===== config.mk =====
export PLATFORM = sky130hd
export DESIGN_NAME = clkdiv_multi
export DESIGN_NICKNAME = d
export VERILOG_FILES = /design/src/rtl/clkdiv_multi.sv
export SDC_FILE = /design/constraint.sdc
export NUM_CORES = 1
export LEC_CHECK = 0
export ABC_AREA = 1
export CAP_MARGIN = 30
export CORE_MARGIN = 2
export CORE_UTILIZATION = 33
export CTS_CLUSTER_DIAMETER = 60
export DETAILED_ROUTE_END_ITERATION = 10
export PLACE_DENSITY = 0.62
export SLEW_MARGIN = 20
export SYNTH_ARGS = -nofsm -noshare
export SYNTH_HDL_FRONTEND = slang
export SYNTH_SLANG_ARGS = --single-unit

===== constraint.sdc =====
create_clock -name CLK100MHZ -period 7.8 [get_ports CLK100MHZ]
set_input_delay 1.95 -clock CLK100MHZ [delete_from_list [all_inputs] [get_ports CLK100MHZ]]
set_output_delay 1.95 -clock CLK100MHZ [all_outputs]
set_load 0.05 [all_outputs]

===== src/rtl/clkdiv_multi.sv =====
// clkdiv_multi: independent runtime-programmable clock dividers off CLK100MHZ.
// Each channel emits a near-50% divided clock, a wrap tick and a pending flag.
// A divisor change is held back until the next period boundary, so there are no runt pulses.
module clkdiv_multi #(
  parameter int unsigned NUM_CH      = 4,
  parameter int unsigned DIV_W       = 16,
  parameter int unsigned DEFAULT_DIV = 25
) (
  input  logic                    CLK100MHZ,
  input  logic                    rst,
  input  logic [NUM_CH*DIV_W-1:0] div_in,
  input  logic [NUM_CH-1:0]       div_load,
  input  logic [NUM_CH-1:0]       ch_en,
  output logic [NUM_CH-1:0]       clk_out,
  output logic [NUM_CH-1:0]       tick,
  output logic [NUM_CH-1:0]       pending
);

  localparam int unsigned     EXT_W   = DIV_W + 1;
  localparam logic [DIV_W-1:0] DIV_MIN = DIV_W'(2);
  localparam logic [DIV_W-1:0] DEF_DIV = DIV_W'(DEFAULT_DIV);
  localparam logic [DIV_W-1:0] DEF_N   = (DEF_DIV < DIV_MIN) ? DIV_MIN : DEF_DIV;
  localparam logic [DIV_W-1:0] DEF_CNT = DEF_N - DIV_W'(1);

  // Divisors below 2 cannot make a clock, so they behave as 2
  function automatic logic [DIV_W-1:0] eff_div(input logic [DIV_W-1:0] d);
    return (d < DIV_MIN) ? DIV_MIN : d;
  endfunction

  // High-phase length; odd divisors get the extra cycle high
  function automatic logic [EXT_W-1:0] high_len(input logic [DIV_W-1:0] n);
    return ({1'b0, n} + EXT_W'(1)) >> 1;
  endfunction

  for (genvar i = 0; i < NUM_CH; i++) begin : g_ch
    logic [DIV_W-1:0] cnt_q, cnt_d;
    logic [DIV_W-1:0] div_act_q, div_act_d;
    logic [DIV_W-1:0] div_pend_q, div_pend_d;
    logic             pend_q, pend_d;
    logic             clk_q, clk_d;
    logic             tick_q, tick_d;
    logic [DIV_W-1:0] n_cur, n_use, cnt_inc;
    logic [EXT_W-1:0] h_use;
    logic             wrap;

    // Next-state: count or park at N-1, swap in pending divisor at boundaries, capture loads
    always_comb begin
      n_cur      = eff_div(div_act_q);
      n_use      = n_cur;
      wrap       = (cnt_q == n_cur - DIV_W'(1));
      cnt_inc    = '0;
      h_use      = '0;
      cnt_d      = cnt_q;
      div_act_d  = div_act_q;
      div_pend_d = div_pend_q;
      pend_d     = pend_q;
      clk_d      = 1'b0;
      tick_d     = 1'b0;

      if (ch_en[i]) begin
        if (wrap && pend_q) begin
          div_act_d = div_pend_q;
          pend_d    = 1'b0;
          n_use     = eff_div(div_pend_q);
        end
        cnt_inc = wrap ? '0 : cnt_q + DIV_W'(1);
        h_use   = high_len(n_use);
        cnt_d   = cnt_inc;
        clk_d   = ({1'b0, cnt_inc} < h_use);
        tick_d  = (cnt_inc == '0);
      end else begin
        if (pend_q) begin
          div_act_d = div_pend_q;
          pend_d    = 1'b0;
          n_use     = eff_div(div_pend_q);
        end
        cnt_d = n_use - DIV_W'(1);
      end

      // A load on a wrap edge stays pending: the wrap above used the older value
      if (div_load[i]) begin
        div_pend_d = div_in[i*DIV_W +: DIV_W];
        pend_d     = 1'b1;
      end
    end

    // Channel state and registered outputs
    always_ff @(posedge CLK100MHZ or posedge rst) begin
      if (rst) begin
        cnt_q      <= DEF_CNT;
        div_act_q  <= DEF_DIV;
        div_pend_q <= '0;
        pend_q     <= 1'b0;
        clk_q      <= 1'b0;
        tick_q     <= 1'b0;
      end else begin
        cnt_q      <= cnt_d;
        div_act_q  <= div_act_d;
        div_pend_q <= div_pend_d;
        pend_q     <= pend_d;
        clk_q      <= clk_d;
        tick_q     <= tick_d;
      end
    end

    assign clk_out[i] = clk_q;
    assign tick[i]    = tick_q;
    assign pending[i] = pend_q;
  end

endmodule


==> flow_metrics.tcl <==
set metrics [dict create \
    r2r_setup_slack_ns 1.85 \
    netlist_instances 2775 \
    syn_to_final_growth_pct 13.4 \
    fin_crit_sh_pct 76.3 \
    synth_area_per_cell_um2 6.44 \
    die_h_um 237 \
    htreeDepth 1 \
    drc 0 \
    synth_cell_type_count 56 \
    io_buffers 85 \
    yosysTopAreaCell "dfrtp_1" \
    reg2reg_depth 30 \
    synth.ff_latch_count 204 \
    netlist_top_cells_area "dfrtp_1, nand2_1, inv_1" \
    drive_gt1_share_pct 6.76 \
    slew_viol_final 0 \
    cts_sinks 204 \
    postCtsSetupBuffers 0 \
    period_needed_ns 5.95 \
    diodes 0 \
    dp_hpwl_mm 40.6 \
    die_width_um 237 \
    antenna_found_initial 0 \
    status "finished, final reports clean" \
    critPathKind "register to register" \
    first_global_vias 16400 \
    initial_core_util_pct 33.2 \
    grt_overflow_total 0 \
    r2r-start "g_ch[3].div_act_q[8]" \
    crit_fanout 11 \
    first_pass_iters 6 \
    holdBufCountCts 0 \
    tritoncts "built" \
    coreArea_um2 53700 \
    setup_violations 0 \
    pwr_density_cell_nw_per_um2 216 \
    synth_most_common_cell "nand2_1" \
    ios 86 \
    clkLatencyLatePin_ns 0.58 \
    ys_warn_count 0 \
    worst_setup_path_end_kind "register" \
    maxSlewHeadroom_pct 37.0 \
    r2r-end "g_ch[3].clk_q" \
    hold_start "g_ch[2].div_pend_q[5]" \
    max-cap-violations 0 \
    via_count 17100 \
    gp_congestion 0.919 \
    required_ns 8.30 \
    synth_common_cells "nand2_1, inv_1, nor2_1, o21ai_0, dfrtp_1" \
    fmax_ghz 0.168 \
    track_usage_pct 18.2 \
    hold_viol_final 0 \
    worstSetupStartpointType "register" \
    clk_pin_slew_ns 0.06 \
    slowest_delay_ns 0.55 \
    rsz0062_at_grt "false" \
    grt_max_degree 103 \
    min_to "g_ch[2].div_act_q[5]" \
    critical_path.slowest_cell "nor3_2" \
    synth_nets 2925 \
    total_power_uw 4380 \
    synth.top_cell.area_share_pct 25.8 \
    nets 2965 \
    drt-total-wl_mm 50.7 \
    p_leak_uw 0.00981 \
    holdCritPathClass "register to register" \
    dieArea_um2 56000 \
    synth_flop_cell "dfrtp_1" \
    vdd_drop_max_mv 0.167 \
    wl_per_cell_um 14.3 \
    yosysSeqAreaShare_pct 28.7 \
    worstMarginPinSlew_ns 0.945 \
    clockBufferDepth 3 \
    cts_inserted_buffers 30 \
    whs_path_depth 2 \
    synth_edf_count 0 \
    synth_area_um2 17900 \
    drt_iter0_drc 919 \
    antenna_left 0 \
    crit_arrival_ns 6.45 \
    finalSetupTns_ns 0 \
    cts_root_buf "clkbuf_16" \
    crit_path_frequent_cell "nand2_1" \
    grt_pass1_wl_mm 83.5 \
    vias_per_cell 4.82 \
    async_flop_share_pct 100 \
    skew_ns 0.0150 \
    rows 85 \
    ctsResizeCount 0 \
    n_fill_cell 5740 \
    hold_slack_ns 0.493 \
]
[per-stage QoR]
stage               setup slack [ns]  std cells  cell area [um^2]  utilization [%]
floorplan                      0.316       2775             17900                -
global placement                1.67       3475             19200             35.7
detailed placement              1.59       3477             19200             35.8
CTS                             1.58       3533             20200             37.6
global route                    1.17       3535             20200             37.7
finish                          1.85       3535             20200             37.7
[cells by family after synthesis]
kind of cell | after synthesis | synth area share (%)
muxes | 1 | 0.0631
adders and majority gates | 76 | 5.33
and+or+nand+nor | 1439 | 35.2
AOI/OAI and AO/OA | 414 | 12.6
buffers and inverters | 501 | 11.2
xor gates and xnor gates | 140 | 6.87
DFF | 204 | 28.7
[sequential cells by signal, summed over array words and instances, names as in the netlist]
signal	cells
g_ch.div_pend_q	64
g_ch.div_act_q	64
g_ch.clk_q	4
g_ch.cnt_q	64
g_ch.tick_q	4
g_ch.pend_q	4
[how the worst max path moves through the flow]
stage,start,to,slack (ns),cells after the start
after global routing,g_ch[3].div_act_q[8],g_ch[3].clk_q,1.17,30
final,g_ch[3].div_act_q[8],g_ch[3].clk_q,1.85,30
after global placement,g_ch[3].div_act_q[8],g_ch[3].clk_q,1.67,30
after floorplan,rst,g_ch[0].clk_q,0.32,1
after detailed placement,g_ch[3].div_act_q[8],g_ch[3].clk_q,1.59,30
after CTS,g_ch[3].div_act_q[8],g_ch[3].clk_q,1.58,30
[routing by layer]
layer / global-route usage (%) / part of all wire, % / vias up
met4: 4.93 / 2.5 / 0
li1: - / - / 8939
met5: 0 / 0 / -
met1: 25.1 / 48 / 7689
met3: 1.80 / 4.3 / 78
met2: 30.2 / 45 / 350
[layout by cell type, fill, tap and decap left out, types with 6 or more instances in the layout]
cell type        synthesis  routed
nand2_1                765     765
inv_1                  400     399
nor2_1                 328     328
o21ai_0                271     271
dfrtp_1                184     184
nand3_1                110     110
xor2_1                  93      93
clkdlybuf4s50_1          0      85
ha_1                    76      76
nand4_1                 71      71
a21oi_1                 50      49
xnor2_1                 47      47
nor3_1                  47      46
clkbuf_16                0      31
nor2_2                  28      28
o21ai_1                 23      23
a31oi_1                 20      20
dfstp_2                 20      20
nor4_1                  18      18
nand2_2                 12      12
a211oi_1                12      12
nor2_4                  11      11
o21ai_2                 11      11
inv_2                   10      10
nand3b_1                 9       9
nand3_2                  8       8
nor3_2                   6       7
clkbuf_1                46       6
buf_4                   15       6
[layout make-up]
cell class              instances  area (um^2)  area share [%]
multi-input cells            2070        10700            53.0
flip-flops and latches        204         5130            25.3
inverters                     414         1560            7.73
repair buffers                 95          956            4.72
well taps                     696          871            4.30
clock buffers                  40          840            4.15
clock inverters                16          154           0.760
[worst max-delay path, delay by kind of cell (launching register included)]
kind	cells	cell delay (ns)
flops	1	0.45
compound gates	4	0.75
xor+xnor	1	0.16
simple gates	20	3.60
fa+ha+maj	3	0.70
buf+inv	2	0.16
[power by group]
part	internal, uW	switching, uW
Sequential	1220	202
Clock	799	544
Combinational	585	1030
Total	2600	1770
No activity file was read; power rests on OpenSTA's default activity.
